## src/rtl/lane_pkg.sv

```systemverilog
// Shared definitions for the lane detection back end (rho-max stage and peak selector).
package lane_pkg;

    typedef enum logic [1:0] {
        IDLE,
        COLLECT,
        DONE
    } lane_state_t;

    localparam int unsigned NUM_PHASE_DEF = 180;
    localparam int unsigned SPLIT_DEF     = 90;
    localparam int unsigned RHO_W_DEF     = 28;
    localparam int unsigned PH_W_DEF      = 8;

endpackage

```

## src/rtl/lane_peak_track.sv

```systemverilog
// Running maximum of rho over one half of the phase range; the earliest phase wins a tie.
module lane_peak_track
    import lane_pkg::*;
#(
    parameter int unsigned RHO_W = RHO_W_DEF,
    parameter int unsigned PH_W  = PH_W_DEF
) (
    input  logic             clk,
    input  logic             rst_n,
    input  logic             clear,
    input  logic             en,
    input  logic [RHO_W-1:0] rho,
    input  logic [PH_W-1:0]  phase,
    output logic [RHO_W-1:0] max_rho,
    output logic [PH_W-1:0]  max_phase,
    output logic             seen
);

    always_ff @(posedge clk or negedge rst_n) begin
        if (!rst_n) begin
            max_rho   <= '0;
            max_phase <= '0;
            seen      <= 1'b0;
        end else if (clear) begin
            // a sample arriving with the clear is the first of the new frame
            max_rho   <= en ? rho : '0;
            max_phase <= en ? phase : '0;
            seen      <= en;
        end else if (en && (!seen || rho > max_rho)) begin
            max_rho   <= rho;
            max_phase <= phase;
            seen      <= 1'b1;
        end
    end

endmodule

```

## src/rtl/lane_peak_sel.sv

```systemverilog
// Per-frame left/right lane peak selector over Hough phases.
// Optional macro LANE_THRESH_EN: found flags require the winning rho to reach THRESH.
module lane_peak_sel
    import lane_pkg::*;
#(
    parameter int unsigned NUM_PHASE = NUM_PHASE_DEF,
    parameter int unsigned SPLIT     = SPLIT_DEF,
    parameter int unsigned RHO_W     = RHO_W_DEF,
    parameter int unsigned PH_W      = PH_W_DEF,
    parameter int unsigned THRESH    = 50
) (
    input  logic             clk,
    input  logic             rst_n,
    input  logic             frame_start,
    input  logic             in_vld,
    input  logic [RHO_W-1:0] rho_max,
    output logic             out_vld,
    output logic [RHO_W-1:0] left_rho,
    output logic [RHO_W-1:0] right_rho,
    output logic [PH_W-1:0]  left_phase,
    output logic [PH_W-1:0]  right_phase,
    output logic             left_found,
    output logic             right_found,
    output logic             overrun
);

    localparam logic [PH_W-1:0] SPLIT_PH = PH_W'(SPLIT);
    localparam logic [PH_W-1:0] LAST_PH  = PH_W'(NUM_PHASE - 1);

    if (SPLIT == 0 || SPLIT >= NUM_PHASE) begin : g_bad_split
        $error("lane_peak_sel: SPLIT must lie strictly inside the phase range");
    end
    if (PH_W < 32 && (1 << PH_W) < NUM_PHASE) begin : g_bad_ph_w
        $error("lane_peak_sel: PH_W too narrow for NUM_PHASE");
    end
    if (RHO_W < 32 && THRESH >= (1 << RHO_W)) begin : g_bad_thresh
        $error("lane_peak_sel: THRESH does not fit in RHO_W");
    end

    lane_state_t      state, state_nxt;
    logic [PH_W-1:0]  ph, ph_nxt;
    logic [PH_W-1:0]  samp_ph;
    logic             take, last_take, stray;
    logic             l_en, r_en;

    logic [RHO_W-1:0] l_max, r_max;
    logic [PH_W-1:0]  l_ph, r_ph;
    logic             l_seen, r_seen;
    logic             r_fin_new;
    logic [RHO_W-1:0] r_rho_fin;
    logic [PH_W-1:0]  r_ph_fin;

    always_comb begin
        take      = in_vld && (frame_start || state == COLLECT);
        samp_ph   = frame_start ? '0 : ph;
        l_en      = take && (samp_ph < SPLIT_PH);
        r_en      = take && !(samp_ph < SPLIT_PH);
        last_take = take && !frame_start && (ph == LAST_PH);
        stray     = in_vld && !frame_start && (state != COLLECT);
    end

    always_comb begin
        state_nxt = state;
        ph_nxt    = ph;
        if (frame_start) begin
            state_nxt = COLLECT;
            ph_nxt    = in_vld ? PH_W'(1) : '0;
        end else begin
            case (state)
                IDLE: ;
                COLLECT: begin
                    if (in_vld) begin
                        ph_nxt = ph + 1'b1;
                        if (ph == LAST_PH) state_nxt = DONE;
                    end
                end
                DONE:    state_nxt = IDLE;
                default: state_nxt = IDLE;
            endcase
        end
    end

    always_ff @(posedge clk or negedge rst_n) begin
        if (!rst_n) begin
            state <= IDLE;
            ph    <= '0;
        end else begin
            state <= state_nxt;
            ph    <= ph_nxt;
        end
    end

    lane_peak_track #(.RHO_W(RHO_W), .PH_W(PH_W)) u_left (
        .clk       (clk),
        .rst_n     (rst_n),
        .clear     (frame_start),
        .en        (l_en),
        .rho       (rho_max),
        .phase     (samp_ph),
        .max_rho   (l_max),
        .max_phase (l_ph),
        .seen      (l_seen)
    );

    lane_peak_track #(.RHO_W(RHO_W), .PH_W(PH_W)) u_right (
        .clk       (clk),
        .rst_n     (rst_n),
        .clear     (frame_start),
        .en        (r_en),
        .rho       (rho_max),
        .phase     (samp_ph),
        .max_rho   (r_max),
        .max_phase (r_ph),
        .seen      (r_seen)
    );

    // The final phase always lands in the right half, so its sample is folded in
    // here to publish the result on the same edge the tracker absorbs it.
    always_comb begin
        r_fin_new = !r_seen || (rho_max > r_max);
        r_rho_fin = r_fin_new ? rho_max : r_max;
        r_ph_fin  = r_fin_new ? LAST_PH : r_ph;
    end

`ifdef LANE_THRESH_EN
    localparam logic [RHO_W-1:0] THR_W = RHO_W'(THRESH);
`endif

    always_ff @(posedge clk or negedge rst_n) begin
        if (!rst_n) begin
            out_vld     <= 1'b0;
            overrun     <= 1'b0;
            left_rho    <= '0;
            right_rho   <= '0;
            left_phase  <= '0;
            right_phase <= '0;
            left_found  <= 1'b0;
            right_found <= 1'b0;
        end else begin
            out_vld <= last_take;
            overrun <= stray;
            if (last_take) begin
                left_rho    <= l_max;
                left_phase  <= l_ph;
                right_rho   <= r_rho_fin;
                right_phase <= r_ph_fin;
`ifdef LANE_THRESH_EN
                left_found  <= l_seen && (l_max >= THR_W);
                right_found <= r_rho_fin >= THR_W;
`else
                left_found  <= l_seen;
                right_found <= 1'b1;
`endif
            end
        end
    end

endmodule

```

## config.mk

```make
export PLATFORM = sky130hd
export DESIGN_NAME = lane_peak_sel
export DESIGN_NICKNAME = d
export VERILOG_FILES = /design/src/rtl/lane_pkg.sv /design/src/rtl/lane_peak_track.sv /design/src/rtl/lane_peak_sel.sv
export SDC_FILE = /design/constraint.sdc
export NUM_CORES = 1
export LEC_CHECK = 0
export CORE_ASPECT_RATIO = 1.1
export CORE_MARGIN = 5
export CORE_UTILIZATION = 45
export CTS_BUF_LIST = sky130_fd_sc_hd__clkbuf_4 sky130_fd_sc_hd__clkbuf_8
export CTS_CLUSTER_DIAMETER = 40
export CTS_CLUSTER_SIZE = 25
export DETAILED_ROUTE_END_ITERATION = 8
export PLACE_DENSITY = 0.69
export SYNTH_ARGS = -nofsm -noshare
export SYNTH_HDL_FRONTEND = slang
export SYNTH_HIERARCHICAL = 1
export SYNTH_SLANG_ARGS = --single-unit
```

## constraint.sdc

```tcl
create_clock -name clk -period 2.2 [get_ports clk]
set_input_delay 0.55 -clock clk [delete_from_list [all_inputs] [get_ports clk]]
set_output_delay 0.55 -clock clk [all_outputs]
set_load 0.005 [all_outputs]
```

==> results.cfg, run 1 <==
[run_status]
status = finished with violations
violations = setup timing

[power]
p_clk_share_pct = 33.4
switching_share_pct = 29.8
p_total_mw = 6.74
pwr_density_cell_nw_per_um2 = 496
power_switching_mw = 2.01
p_leak_nw = 6.44
pwr-share-comb_pct = 21.2
power_frac_seq_pct = 45.4
peakVddDrop_uv = 420
internal-power_mw = 4.73

[hold_path]
whs_endpoint = left_rho[10]
min-delay-start = left_rho[10]
min_path_cells = 2
hold_class = flop to flop

[worst_setup_path]
r2r_slack_ns = -0.51
reg2reg_from = u_right/max_rho[21]
cp.required_ns = 2.56
crit_slowest_cell = or4_4
r2r_end = right_rho[22]
critPathCaptureType = flop
critPathMaxFanout = 7
rr_worst_depth = 9
crit_type = flop to flop
slowest_delay_ns = 0.60
crit_path_cell_trace = inv_2 -> ha_4 -> nand4_1 -> or4_4 -> nor4_4 -> nand2_2 -> o21a_4 -> clkbuf_16 -> o311ai_1
start_kind = flop
critPathArrivalTime_ns = 3.08

[layout]
fin_nets = 1323
finish.utilization_pct = 68.6
drive_gt1_share_pct = 34.0
postLayoutCellArea_um2 = 13600
syn2layout_area_growth_pct = 50.0

[yosys]
synth_adder_area_share_pct = 11.7
synth-edff-count = 0
syn_avg_cell_area_um2 = 10.3
synth_compound_area_share_pct = 21.6
ys_ff_latch = 160
synth_top_family_by_area = compound AO/OA/AOI/OAI gates
syn_nets = 995
yosys_warnings = 6
yosys.cell_types.count = 56
yosys_most_used_dff = dfrtp_1
synth-xor-area-share_pct = 0.580
async_flop_share_pct = 100
netlist_area_um2 = 9050
synth.area.mux_share_pct = 0.111
synthSimpleGateAreaFrac_pct = 13.8
seq_area_frac_synth_pct = 44.2
postSynthCellCount = 878

[grt]
grt_pass1_vias = 8670
globalRouteOverflowTotal = 0
grt.total_usage_pct = 24.4
antenna_found_initial = 1
grt_pass1_wl_mm = 45.9
grt_max_degree = 57

[placement]
post-place-ws_ns = -1.09
hpwlAfterDp_mm = 19.4
dpl_cell_area_um2 = 12200
io_buffers = 107
place.gp.congestion = 0.846

[floorplanning]
die_y_um = 159
core-area_um2 = 19800
start_util_pct = 45.7
num_rows = 54
die_area_um2 = 23100
die_w_um = 145
io_pins = 108

[drt]
vias = 8420
wl_mm = 29.5
ant_nets = 0
vias_per_cell = 5.72
dr.pass1.iters = 5
drc = 0
avgRoutedWirePerCell_um = 20.0
met1Wirelength_mm = 12.2
wl_met3_mm = 1.41
wl_met2_mm = 15.0
drt_iter0_markers = 642
routed.top_layer = met4

[clocking]
cts_tree = done
cts-root-buf = clkbuf_8
path_clk_slew_ns = 0.10
clock_sinks = 160
clock_latency_ns = 0.48
clockBufferDepth = 2
numCtsBuffers = 17
htreeDepth = 4

[sta]
slew-limit-headroom_pct = 62.0
hold_violations = 0
fin_crit_ns = 2.71
max_freq_ghz = 0.369
worst_slack_ns = -0.513
final_max_slew_viol_count = 0
holdWs_ns = 0.476
setup_viol_count_final = 108
skew_ns = 0.0155
rsz0062_at_grt = true
fin_crit_sh_pct = 123
tightest_slew_ns = 0.564

[flow_run]
max_cap_viol_count = 0
## power by group through the flow
stage	sequential [mW]	clock [mW]	combinational, mW
after detailed placement	3.12	0	1.14
after global routing	3.07	2.40	1.54
final	3.06	2.25	1.43
after CTS	3.06	2.26	1.30
after floorplan	3.12	0	0.569
after global placement	3.11	0	1.11
## state kept, by name, indices dropped and copies added, names as in the netlist
signal,count
u_right/max_rho,28
left_found,1
state,2
u_left/max_rho,28
u_right/max_phase,8
right_phase,8
out_vld,1
u_right/seen,1
overrun,1
left_phase,8
right_rho,28
right_found,1
left_rho,28
ph,8
u_left/max_phase,8
u_left/seen,1
## stage by stage
step                      std cells  TNS (ns)
after floorplan                 878    -10.90
final                          1472    -43.08
after global placement         1397   -116.58
after detailed placement       1397   -116.49
after global routing           1472    -48.19
after CTS                      1453    -31.23
## cell type report
| class | count | area, um2 |
|---|---|---|
| tap | 252 | 315 |
| inverter | 91 | 342 |
| sequential | 160 | 4000 |
| timing repair buffer | 361 | 3340 |
| multi-input combinational | 575 | 5180 |
| clock buffer | 20 | 269 |
| antenna | 1 | 2.50 |
| fill | 1446 | 6210 |
| clock inverter | 12 | 124 |
## kinds of logic (layout without fill, tap and decap cells)
| family | count (synthesis) | in the layout |
|---|---|---|
| muxes | 1 | 1 |
| AOI/OAI and AO/OA | 241 | 241 |
| xor gates and xnor gates | 6 | 6 |
| buffers and inverters | 143 | 484 |
| other | 0 | 1 |
| adders and majority gates | 85 | 85 |
| and+or+nand+nor | 242 | 242 |
| DFF | 160 | 160 |
## critical path: cells and delay by family, from the launching register on
kind,cells,cell delay [ns]
simple gates,4,1.23
compound gates,2,0.49
flops,1,0.38
fa+ha+maj,1,0.26
buf+inv,2,0.25
## cell usage after synthesis, types with 13 or more instances
cell	instances	area [um2]
o311ai_1	15	131
ha_1	85	1060
o2111ai_1	28	245
inv_1	90	338
dfrtp_1	160	4000
nand4_1	20	125
nor3b_1	27	203
nor2_1	13	48.8
a22o_1	72	631
nand2_1	131	492
clkbuf_1	26	97.6
a21oi_1	62	310
## routing by layer
metal	global-route usage [%]	up-vias
met2	41.2	310
li1	-	3875
met1	31.9	4161
met5	0	-
met4	9.75	0
met3	3.25	74
## how the worst max path moves through the flow
stage | end | cells after the start | from | slack (ns)
finish | right_rho[22] | 9 | u_right/max_rho[21] | -0.51
global route | right_rho[22] | 9 | u_right/max_rho[22] | -0.63
CTS | right_phase[7] | 9 | u_right/max_rho[22] | -0.37
detailed placement | right_rho[13] | 9 | rho_max[20] | -1.09
global placement | right_rho[10] | 9 | rho_max[20] | -1.03
floorplan | right_phase[0] | 8 | rho_max[23] | -0.28
## timing repair
action / 4_1_cts / 5_1_grt
gates cloned: 4 / 6
pin swaps: 44 / 34
buffers inserted: 19 / 14
gates resized for setup: 114 / 67
setup endpoints to repair: 108 / 112
endpoints found under the hold margin: 34 / 0
hold buffers: 1 / 0
## cells in the final DEF (no fill, tap or decap), drive strengths merged, types with 2 or more instances in the layout
cell type and instances:
ha 85, and3 2, clkdlybuf4s50 79, a21oi 62, nor3b 27, clkinvlp 3
dlygate4sd2 13, xor2 6, a221oi 2, dfrtp 160, and2 2, clkbuf 30
o32a 5, a21boi 5, clkdlybuf4s15 6, clkinv 2, inv 97, o311ai 27
nor4b 2, nand3 12, or4 5, nor4 5, nor2b 10, o21ai 9
nor3 4, a21o 6, nand4 22, nand2b 3, a32o 3, a211oi 6
o211ai 4, o41ai 2, buf 252, a22o 72, nand2 131, nor2 15
o2111ai 28, a211o 5
Power figures use the tool's default switching activity.
==> run 2: changes to the inputs <==
- CAP_MARGIN: not set -> 30
- CORE_ASPECT_RATIO: 1.1 -> 0.75
==> run 2 against run 1 <==
Compared with the run above:
- the run still ends with setup timing left
- setup slack worse by 0.051 ns
- largest cell class unchanged
- core utilization is 0.71 points higher
- non-clock buffer count is 5 higher
- final area is 2.0% higher
- combinational power is 7% higher
- critical endpoint unchanged
- global-route usage is 2.2 points higher
- die area is 0.12% higher
- critical path depth stayed put
- via count is 4.8% higher
==> results.cfg, run 2 (synthesis gave the netlist of run 1 again) <==
[worst_setup_path]
critPathArrivalTime_ns = 3.10
crit_type = flop to flop
start_kind = flop
path_buf_inv = 2
cp.required_ns = 2.54
critPathCaptureType = flop
crit_slowest_cell = or4_4
slowest_delay_ns = 0.59
cpLargestDelayFamily = simple AND/OR/NAND/NOR gates
crit_path_cell_trace = inv_1 -> ha_1 -> nand4_1 -> or4_4 -> nor4_4 -> a211o_2 -> o21a_4 -> buf_12 -> o311ai_2
critPathMaxFanout = 18

[placement]
place.gp.congestion = 0.879
hpwlAfterDp_mm = 19.0
dp_cells = 1398
io_buffers = 107

[clocking]
clock_latency_ns = 0.48
hold_buffers = 0
numCtsBuffers = 17
clock_sinks = 160
cts-root-buf = clkbuf_8
htreeDepth = 4
path_clk_slew_ns = 0.09
cts_tree = done
clockBufferDepth = 2

[drt]
wl_mm = 32.9
drt_iter0_markers = 911
vias_per_cell = 5.96
avgRoutedWirePerCell_um = 22.2
vias = 8826
ant_nets = 0
dr.pass1.iters = 5
drc = 0

[power]
pwr_density_cell_nw_per_um2 = 495
power_frac_seq_pct = 44.6
pwr-share-comb_pct = 22.3
p_clk_share_pct = 33.1
switching_share_pct = 30.3
internal-power_mw = 4.78
peakVddDrop_uv = 282
p_total_mw = 6.86
power_switching_mw = 2.08
p_leak_nw = 6.54

[sta]
max_freq_ghz = 0.362
slew-limit-headroom_pct = 64.0
holdWs_ns = 0.0285
worst_slack_ns = -0.564
skew_ns = 0.0158
tightest_slew_ns = 0.540
rsz0062_at_grt = true
setup_viol_count_final = 108
fin_crit_ns = 2.76
fin_crit_sh_pct = 126
final_max_slew_viol_count = 0
hold_violations = 0

[floorplanning]
die_w_um = 174
core-area_um2 = 20000
start_util_pct = 45.3
io_pins = 108
num_rows = 45
die_area_um2 = 23100
die_y_um = 133

[layout]
final_common_cell = buf_4
final_cell_mix = buf_4, dfrtp_1, nand2_1
drive_gt1_share_pct = 34.8
diodes = 0
stdcell_count = 1481
syn2layout_area_growth_pct = 53.0
fin_nets = 1328
finish.utilization_pct = 69.3

[grt]
grt_pass1_wl_mm = 48.4
grt_max_degree = 54
grt_pass1_vias = 8788
globalRouteOverflowTotal = 0
grt.total_usage_pct = 26.7
antenna_found_initial = 0

[flow_run]
max_cap_viol_count = 0

[run_status]
violations = setup timing
status = finished with violations

[hold_path]
hold_class = input port to async pin
==> run 2: per-stage QoR <==
| step | setup slack [ns] | TNS (ns) | area (um2) |
|---|---|---|---|
| global placement | -1.04 | -117.97 | 12200 |
| detailed placement | -1.14 | -121.76 | 12200 |
| CTS | -0.403 | -38.14 | 13400 |
| finish | -0.564 | -51.44 | 13900 |
| global route | -0.615 | -55.41 | 13900 |
| floorplan | -0.280 | -10.90 | 9490 |
==> run 2: final timing paths <==
check	cells past startpoint	to	startpoint	slack (ns)
min reg2reg	1	right_found	right_found	0.47
max reg2reg	9	right_rho[22]	u_right/max_rho[27]	-0.56
max in group asynchronous	2	left_rho[21]	rst_n	1.54
min in group clk	1	right_found	right_found	0.47
min	1	left_phase[4]	rst_n	0.03
max	9	right_rho[22]	u_right/max_rho[27]	-0.56
==> run 2: timing repair <==
| item | in CTS | in global routing |
|---|---|---|
| endpoints found under the setup margin | 108 | 108 |
| resized for setup | 125 | 60 |
| buffers inserted | 28 | 20 |
| cloned | 12 | 4 |
| pin swaps | 56 | 55 |
==> run 2: power groups by stage <==
stage	clock (mW)	sequential [mW]	combinational, mW
after floorplan	0	3.12	0.569
after global placement	0	3.11	1.13
after detailed placement	0	3.12	1.16
after CTS	2.32	3.06	1.40
after global routing	2.43	3.07	1.62
final	2.27	3.06	1.53
==> run 2: metal layers <==
layer | up-vias | GRT usage, % | part of all wire (%)
met3 | 116 | 7.34 | 9.3
met4 | 0 | 10.7 | 3.9
met2 | 494 | 41.5 | 45
met1 | 4332 | 35.4 | 42
met5 | - | 0 | 0
li1 | 3884 | - | -
==> run 2: cell type report <==
cell class / instances / area (um2)
inverters: 91 / 349
multi-input cells: 575 / 5230
fillers: 1383 / 6130
clock inverters: 14 / 156
repair buffers: 366 / 3560
well taps: 258 / 323
clock buffers: 17 / 234
flip-flops and latches: 160 / 4000
